<file path="src/rtl/riscv_pipeline_controller.sv">
// riscv_pipeline_controller
//
// Central stall/flush sequencer for a 5-stage RV32I pipeline (IF, ID, EX, MEM, WB).
// It owns the per-stage valid bits and drives every pipeline-register enable.
// Three hazard sources are arbitrated with priority HALT > freeze > redirect > loaduse:
//   - freeze   : MEM stage is waiting on data memory
//   - redirect : taken branch / jump resolved in EX
//   - loaduse  : ID needs the result of a load still in EX
// A data-memory access frozen for MEM_TIMEOUT consecutive cycles parks the
// controller in HALT until reset. Two saturating performance counters track
// stall cycles and accepted redirects.
//
// Ports:
//   clk, rst                        clock, synchronous active-high reset
//   id_rs1, id_rs2                  source registers of the ID instruction
//   id_uses_rs1, id_uses_rs2        ID instruction actually reads rs1 / rs2
//   ex_rd, ex_is_load, ex_redirect  EX destination, load flag, branch taken / jump
//   mem_access, mem_ready           MEM is a load/store, data memory completes
//   pc_en .. mem_wb_en              pipeline-register enables (combinational)
//   pc_sel_redirect                 PC mux selects the EX target (combinational)
//   id_valid .. wb_valid            per-stage live-instruction flags (registered)
//   mem_timeout                     sticky error, controller is in HALT
//   stall_cycles, flush_count       saturating performance counters

module riscv_pipeline_controller #(
    parameter int MEM_TIMEOUT = 16,
    parameter int CNT_W       = 16
) (
    input  logic             clk,
    input  logic             rst,
    input  logic [4:0]       id_rs1,
    input  logic [4:0]       id_rs2,
    input  logic             id_uses_rs1,
    input  logic             id_uses_rs2,
    input  logic [4:0]       ex_rd,
    input  logic             ex_is_load,
    input  logic             ex_redirect,
    input  logic             mem_access,
    input  logic             mem_ready,
    output logic             pc_en,
    output logic             if_id_en,
    output logic             id_ex_en,
    output logic             ex_mem_en,
    output logic             mem_wb_en,
    output logic             pc_sel_redirect,
    output logic             id_valid,
    output logic             ex_valid,
    output logic             mem_valid,
    output logic             wb_valid,
    output logic             mem_timeout,
    output logic [CNT_W-1:0] stall_cycles,
    output logic [CNT_W-1:0] flush_count
);

    localparam int              WC_W    = $clog2(MEM_TIMEOUT + 1);
    localparam logic [WC_W-1:0] WC_LAST = WC_W'(MEM_TIMEOUT - 1);
    localparam logic [WC_W-1:0] WC_ONE  = WC_W'(1);
    localparam logic [CNT_W-1:0] CNT_MAX = {CNT_W{1'b1}};

    typedef enum logic [1:0] {
        ST_RUN,
        ST_WAIT,
        ST_HALT
    } state_t;

    state_t          state, state_n;
    logic [WC_W-1:0] wcnt, wcnt_n;

    logic halted;
    logic freeze, redirect, loaduse;
    logic do_freeze, do_redirect, do_loaduse;

    // Raw hazard qualification, then resolve priority so that at most one of
    // the do_* terms is active. HALT masks everything.
    always_comb begin
        halted   = (state == ST_HALT);
        freeze   = mem_valid & mem_access & ~mem_ready;
        redirect = ex_valid & ex_redirect;
        loaduse  = ex_valid & ex_is_load & (ex_rd != 5'd0) & id_valid &
                   ((id_uses_rs1 & (id_rs1 == ex_rd)) |
                    (id_uses_rs2 & (id_rs2 == ex_rd)));

        do_freeze   = ~halted & freeze;
        do_redirect = ~halted & ~freeze & redirect;
        do_loaduse  = ~halted & ~freeze & ~redirect & loaduse;
    end

    // Enables and PC select. A freeze still lets MEM/WB advance so a bubble
    // lands in WB instead of writing the register file twice. A redirect
    // proceeds with all enables high; the squash happens through the valids.
    always_comb begin
        pc_en           = 1'b1;
        if_id_en        = 1'b1;
        id_ex_en        = 1'b1;
        ex_mem_en       = 1'b1;
        mem_wb_en       = 1'b1;
        pc_sel_redirect = 1'b0;

        if (rst || halted) begin
            pc_en     = 1'b0;
            if_id_en  = 1'b0;
            id_ex_en  = 1'b0;
            ex_mem_en = 1'b0;
            mem_wb_en = 1'b0;
        end else if (do_freeze) begin
            pc_en     = 1'b0;
            if_id_en  = 1'b0;
            id_ex_en  = 1'b0;
            ex_mem_en = 1'b0;
        end else if (do_redirect) begin
            pc_sel_redirect = 1'b1;
        end else if (do_loaduse) begin
            pc_en    = 1'b0;
            if_id_en = 1'b0;
        end
    end

    // Timeout FSM: wcnt counts consecutive frozen cycles on the current MEM
    // access. The MEM_TIMEOUT-th frozen cycle sees wcnt == MEM_TIMEOUT-1 and
    // the following edge enters HALT, which only reset leaves.
    always_comb begin
        state_n = state;
        wcnt_n  = wcnt;
        case (state)
            ST_RUN: begin
                if (freeze) begin
                    state_n = ST_WAIT;
                    wcnt_n  = WC_ONE;
                end
            end
            ST_WAIT: begin
                if (freeze) begin
                    if (wcnt == WC_LAST) begin
                        state_n = ST_HALT;
                    end else begin
                        wcnt_n = wcnt + WC_ONE;
                    end
                end else begin
                    state_n = ST_RUN;
                    wcnt_n  = '0;
                end
            end
            ST_HALT: begin
                state_n = ST_HALT;
            end
            default: begin
                state_n = ST_RUN;
                wcnt_n  = '0;
            end
        endcase
    end

    // State register for the timeout FSM.
    always_ff @(posedge clk) begin
        if (rst) begin
            state <= ST_RUN;
            wcnt  <= '0;
        end else begin
            state <= state_n;
            wcnt  <= wcnt_n;
        end
    end

    // Valid-bit pipeline. On redirect the branch itself moves on to MEM while
    // the two younger slots are squashed; on load-use ID is held and a bubble
    // is inserted into EX.
    always_ff @(posedge clk) begin
        if (rst) begin
            id_valid  <= 1'b0;
            ex_valid  <= 1'b0;
            mem_valid <= 1'b0;
            wb_valid  <= 1'b0;
        end else if (halted) begin
            id_valid  <= id_valid;
        end else if (do_freeze) begin
            wb_valid  <= 1'b0;
        end else if (do_redirect) begin
            id_valid  <= 1'b0;
            ex_valid  <= 1'b0;
            mem_valid <= 1'b1;
            wb_valid  <= mem_valid;
        end else if (do_loaduse) begin
            ex_valid  <= 1'b0;
            mem_valid <= 1'b1;
            wb_valid  <= mem_valid;
        end else begin
            id_valid  <= 1'b1;
            ex_valid  <= id_valid;
            mem_valid <= ex_valid;
            wb_valid  <= mem_valid;
        end
    end

    // Saturating performance counters; nothing counts while halted.
    always_ff @(posedge clk) begin
        if (rst) begin
            stall_cycles <= '0;
            flush_count  <= '0;
        end else begin
            if ((do_freeze || do_loaduse) && (stall_cycles != CNT_MAX)) begin
                stall_cycles <= stall_cycles + 1'b1;
            end
            if (do_redirect && (flush_count != CNT_MAX)) begin
                flush_count <= flush_count + 1'b1;
            end
        end
    end

    assign mem_timeout = halted;

endmodule

</file>
<file path="config.mk">
export PLATFORM = sky130hd
export DESIGN_NAME = riscv_pipeline_controller
export DESIGN_NICKNAME = d
export VERILOG_FILES = /design/src/rtl/riscv_pipeline_controller.sv
export SDC_FILE = /design/constraint.sdc
export NUM_CORES = 1
export LEC_CHECK = 0
export BUFFER_PORTS_ARGS = -buffer_cell sky130_fd_sc_hd__buf_2
export CAP_MARGIN = 20
export CORE_ASPECT_RATIO = 1.75
export CORE_MARGIN = 2
export CORE_UTILIZATION = 55
export CTS_BUF_LIST = sky130_fd_sc_hd__clkbuf_8
export DETAILED_ROUTE_END_ITERATION = 12
export GPL_TIMING_DRIVEN = 1
export PLACE_DENSITY = 0.91
export SYNTH_ARGS = -nofsm -noshare
export SYNTH_HDL_FRONTEND = slang
export SYNTH_SLANG_ARGS = --single-unit
</file>
<file path="constraint.sdc">
create_clock -name clk -period 4.2 [get_ports clk]
set_input_delay 0.63 -clock clk [delete_from_list [all_inputs] [get_ports clk]]
set_output_delay 0.63 -clock clk [all_outputs]
set_load 0.01 [all_outputs]
</file>
# ---- Word-level counts from Yosys, hierarchy flattened
# Index checks and enable logic that the tools add are counted.
dict set report word_totals {
  ff_bits 43
  in_bits 23
  output_inout_bits 43
  elab_cells 77
}
dict set report op_classes {
  add_sub_neg 3
  n_eq_ne 11
  muxes 25
  bitwise_logic 20
  n_reduce_logical 10
}
# cell count
set op_table {}
lappend op_table {{16-bit by 1-bit adder with 16-bit output (second input constant)} 2}
lappend op_table {{16-bit inequality test (second input constant)} 2}
lappend op_table {{1-bit 2-to-1 mux} 17}
lappend op_table {{5-bit 2-to-1 mux} 3}
lappend op_table {{5-bit one-hot mux with 3 select lines} 1}
lappend op_table {{1-bit AND} 14}
lappend op_table {{5-bit == test} 2}
lappend op_table {{2-bit 2-to-1 mux} 3}
lappend op_table {{3-bit inequality test (second input constant)} 2}
lappend op_table {{2-bit one-hot mux with 3 select lines} 1}
lappend op_table {{3-bit AND reduction} 2}
lappend op_table {{5-bit by 1-bit adder with 5-bit output (second input constant)} 1}
lappend op_table {{5-bit by 4-bit == test with 1-bit output (second input constant)} 1}
lappend op_table {{1-bit inverter} 5}
lappend op_table {{5-bit nonzero test} 1}
lappend op_table {{2-bit inequality test (second input constant)} 2}
lappend op_table {{2-bit AND reduction} 2}
lappend op_table {{2-bit by 1-bit == test with 1-bit output (second input constant)} 1}
lappend op_table {{2-bit == test (second input constant)} 1}
lappend op_table {{1-bit logical AND} 2}
lappend op_table {{2-bit logical NOT} 1}
lappend op_table {{1-bit logical OR} 2}
lappend op_table {{1-bit OR} 1}

# ---- Depth between registers and ports, before layout
dict set report depth {
  ltp_word 10
  mapped_depth 9
  mapped_depth_nobuf 8
}

# ---- Least setup slack after synthesis
# No wires, ideal clock.
dict set report synth_path {
  path_kind {input to output}
  from {input ex_rd[1]}
  to {output pc_en}
  arrival_ns 1.734
  required_time_ns 3.570
  slack_ns 1.836
  path_stages 6
  path_buffers 1
  path_cell_list {or4_1 > o21ai_2 > nor2_1 > nand2_1 > and2_1 > buf_4}
}
dict set report synth_between {
  elab_chain_len 9
  word_cells_on_any_way 14
  cone_classes {eq/ne (2); mux (4); bitwise (7); reduce/logical (1)}
}
# element line
set synth_lines {}
lappend synth_lines {{start: declaration} 35} ;# input logic [4:0] ex_rd,
lappend synth_lines {{5-bit == test (tied with other cells)} 80} ;# ((id_uses_rs1 & (id_rs1 == ex_rd)) |
lappend synth_lines {{1-bit AND, on equally long branches} {80, 79, 81}}
lappend synth_lines {{1-bit OR / 1-bit AND (equally long branches)} {80, 79}}
lappend synth_lines {{1-bit AND (*)} 79} ;# loaduse = ex_valid & ex_is_load & (ex_rd != 5'd0) & id_valid &
lappend synth_lines {{1-bit AND (*)} 85} ;# do_loaduse = ~halted & ~freeze & ~redirect & loaduse;
lappend synth_lines {{1-bit 2-to-1 mux (*) (4 in series)} -}
lappend synth_lines {{end: declaration} 40} ;# output logic pc_en,
# Mark *: on every way between the ends. The rest lies on a longest branch, timed or not.

# ---- Worst setup path after layout
dict set report layout_path {
  from {register stall_cycles[0]}
  to {register stall_cycles[6]}
}
dict set report layout_between {
  elab_chain_len 2
  word_cells_on_any_way 3
  cone_classes {add/sub (1); eq/ne (1); reduce/logical (1)}
}
# element line
set layout_lines {}
lappend layout_lines {{start: declaration} 51} ;# output logic [CNT_W-1:0] stall_cycles,
lappend layout_lines {{start signal: assignment} 201} ;# stall_cycles <= stall_cycles + 1'b1;
lappend layout_lines {{branches (longest 2 deep; another with 16-bit by 1-bit adder with 16-bit output)} -}
# Several ways; the timed one is not identified.
# A chain may end at the register's enable or synchronous reset.

==> impl_results.md <==
* Max layer used: met4
* Post-route cell area at 0.002694 sq mm
* Layout Nets at 352
* Synthesized netlist cell count at 266
* Via density at 5.816
* Die Ht at 88.94 um
* Hold Path End: stall_cycles[12]$_SDFFE_PP0P_
* Final wirelength at 5221 um
* Switching pwr at 182.0 uW
* Internal cell power at 672.4 uW
* DR WL/cell at 13.96 um
* Clk buf depth at 2
* Die ar. at 0.004672 sq mm
* DP Area at 0.002561 sq mm
* Sequential share of the synthesized area at 0.3797
* Reg2reg path depth at 8
* Worst slack, placed at 1.376 ns
* # diodes at 0
* Clock sinks at 43
* HP Start: stall_cycles[12]$_SDFFE_PP0P_
* Total CTS buffers at 5
* Fin crit share at 0.6093
* Total power at 854.3 uW
* Hold depth at 2
* Critical path type: reg2reg
* Die W at 52.54 um
* Fin Clk Skew at 0.008652 ns
* Measured slew at the worst slew-check pin at 0.8473 ns
* Synth unique cells at 49
* Pin count of the biggest net entering global routing at 48
* RSZ-0062 raised after global routing: false
* Worst r2r src: stall_cycles[0]$_SDFFE_PP0P_
* CTS resizes at 0
* Hold WC Path Type: reg2reg
* Number of global-route vias before repair at 2066
* Gp weighted congestion at 0.7322
* Root buffer cell: clkbuf_8
* Post-layout util at 0.6901
* CTS tree: built
* Met3 wire len at 190 um
* Postcts setup bufs at 0
* Pwr dens at 317.1 mW/mm^2
* Peak supply drop at 0.2660 mV
* Post-synthesis async set-or-reset flop share at 0
* First-pass GRT wire length at 8590 um
* FILL cells at 350
* R2R Setup Slk at 1.64 ns
* Clock Latency Late Sink at 0.30 ns
* GRT Overall Usage at 0.2388
* Syn_nets at 293
* Hold-fix buffers at CTS at 0
* Final Non-Filler Cells at 374
* Critical Path, Cell by Cell: ha_1 > nand3_1 > nor3_1 > a211oi_2 > a21oi_2 > buf_4 > or3_1 > a21oi_1
* Crit path time final at 2.559 ns
* Switching share of power at 0.2130
* Synthesized area at 0.002267 sq mm
* CP max stage cell: a21oi_2
* Sequential fraction of design power at 0.487
* Placed Cells at 366
* Setup crit start: stall_cycles[0]$_SDFFE_PP0P_
* Area growth, synth to finish at 18.82%
* Max H-tree Level at 2
* Drt first-iter violations at 64
* CP required at 4.35 ns
* Post-DP HPWL at 3811 um
* Pleak at 1.125 nW
* Endpoints failing hold at 0
* Setup_tns at 0 ns
* Core Box Area at 0.003904 sq mm
* Comb power frac at 0.069
* Commonest cells after routing, fill and taps aside: buf_2, dfxtp_1, nor2_1, a21oi_1, nand2_1
* Via Count at 2175
* WP data arrival at 2.71 ns
* Max_cap viols at 0
* Yosys top cell area share at 0.3797
* RR Endpoint: stall_cycles[6]$_SDFFE_PP0P_
* Most common cell after layout, fill and taps aside: buf_2
* Final antenna-violating net count at 0
* Initial antenna violation count at 0
* DRC viols at 0
* Critical-path maximum fanout at 21
* Total grt overflow at 0
* Family with the most delay on the worst path: compound AO/OA/AOI/OAI gates
* Initial Util at 0.5808
* Top FF cell, synth: dfxtp_1
* Max incr delay on CP at 0.66 ns
* Routed length on met2 at 2919 um
* CP Buf/Inv Count at 1
* Final WS setup at 1.641 ns
* Worst setup EP type: flop
* Cell Rows at 30
* Register bit total from synthesis at 43
* Syn avg cell area at 8.523 sq um
* Largest cells by area after synthesis: dfxtp_1, nor2_1, xnor2_1, a21oi_1, xor2_1
* Layout cell share with drive strength beyond 1 at 0.2669
* Ports at 66
* # port buffers at 65
* Area leader, netlist: dfxtp_1
* Worst rel slew slack at 0.4351
* First-pass DRT Iterations at 4
* M1 wire length at 2014 um
* Max-slew violation count at 0
* Synth Warn # at 0
* Max Fclk at 390.7 MHz
* Status: complete, no violations
* Clock Power Share at 0.444
* Critical Path Start Type: flop
* Clock transition time at the flip-flop clock pins of the worst setup and hold paths at 0.09 ns
* Post-synth EDFFs at 0
* Final setup fails at 0
* WHS at 0.4902 ns
## Yosys cell counts, types with 2 or more instances
library cell,count
a211oi_2,2
a21oi_1,22
and2_1,4
and3_1,7
and4_1,2
buf_4,4
buf_6,2
clkbuf_1,6
dfxtp_1,43
ha_1,4
inv_1,7
mux2i_1,2
nand2_1,16
nand3_1,11
nand4_1,11
nor2_1,32
nor3_1,6
o21ai_0,5
o21ai_1,4
o31ai_1,9
or3_1,7
or4_1,10
xnor2_1,13
xor2_1,12
## worst min-delay path, stage by stage (launching register included)
cell,delay (ns)
dfxtp_1,0.33
o31ai_1,0.06
a21oi_1,0.05
## power groups by stage
stage	logic, mW	clock network (mW)	registers (mW)
after global placement	0.0565	0	0.425
after global routing	0.0648	0.397	0.417
after detailed placement	0.0584	0	0.425
after floorplan	0.0364	0	0.426
final	0.0589	0.380	0.416
after CTS	0.0590	0.381	0.416
## how the worst max path moves through the flow
stage	endpoint	slack, ns	cells past startpoint
floorplan	pc_en	1.84	6
global placement	stall_cycles[9]$_SDFFE_PP0P_	1.47	8
detailed placement	stall_cycles[7]$_SDFFE_PP0P_	1.38	8
CTS	stall_cycles[6]$_SDFFE_PP0P_	1.61	8
global route	stall_cycles[6]$_SDFFE_PP0P_	1.40	8
finish	stall_cycles[6]$_SDFFE_PP0P_	1.64	8
## flip-flops by register name, indices dropped and copies added, names as in the netlist
| register | cells |
|---|---|
| stall_cycles | 16 |
| state | 2 |
| wcnt | 5 |
| mem_valid | 1 |
| flush_count | 16 |
| id_valid | 1 |
| wb_valid | 1 |
| ex_valid | 1 |
## layer usage
layer | global-route usage | vias up
met4 | 0.09091 | 0
li1 | - | 1063
met2 | 0.4648 | 49
met1 | 0.2383 | 1051
met3 | 0.04682 | 12
met5 | 0 | -
## final cells by class
class | count | area (sq um) | share of cell area
multi-input combinational | 202 | 1281 | 0.4756
sequential | 43 | 860.8 | 0.3196
timing repair buffer | 66 | 332.8 | 0.1235
clock buffer | 5 | 68.82 | 0.02555
clock inverter | 3 | 63.81 | 0.02369
tap | 48 | 60.06 | 0.02229
inverter | 7 | 26.28 | 0.009754
## cell families after synthesis
| family | Yosys count | share of synthesized area |
|---|---|---|
| and+or+nand+nor | 119 | 0.2864 |
| AOI/OAI and AO/OA | 50 | 0.1396 |
| DFF | 43 | 0.3797 |
| xor gates and xnor gates | 25 | 0.09658 |
| buffers and inverters | 21 | 0.05519 |
| muxes | 4 | 0.02042 |
| adders and majority gates | 4 | 0.02208 |
Power figures use the tool's default switching activity.
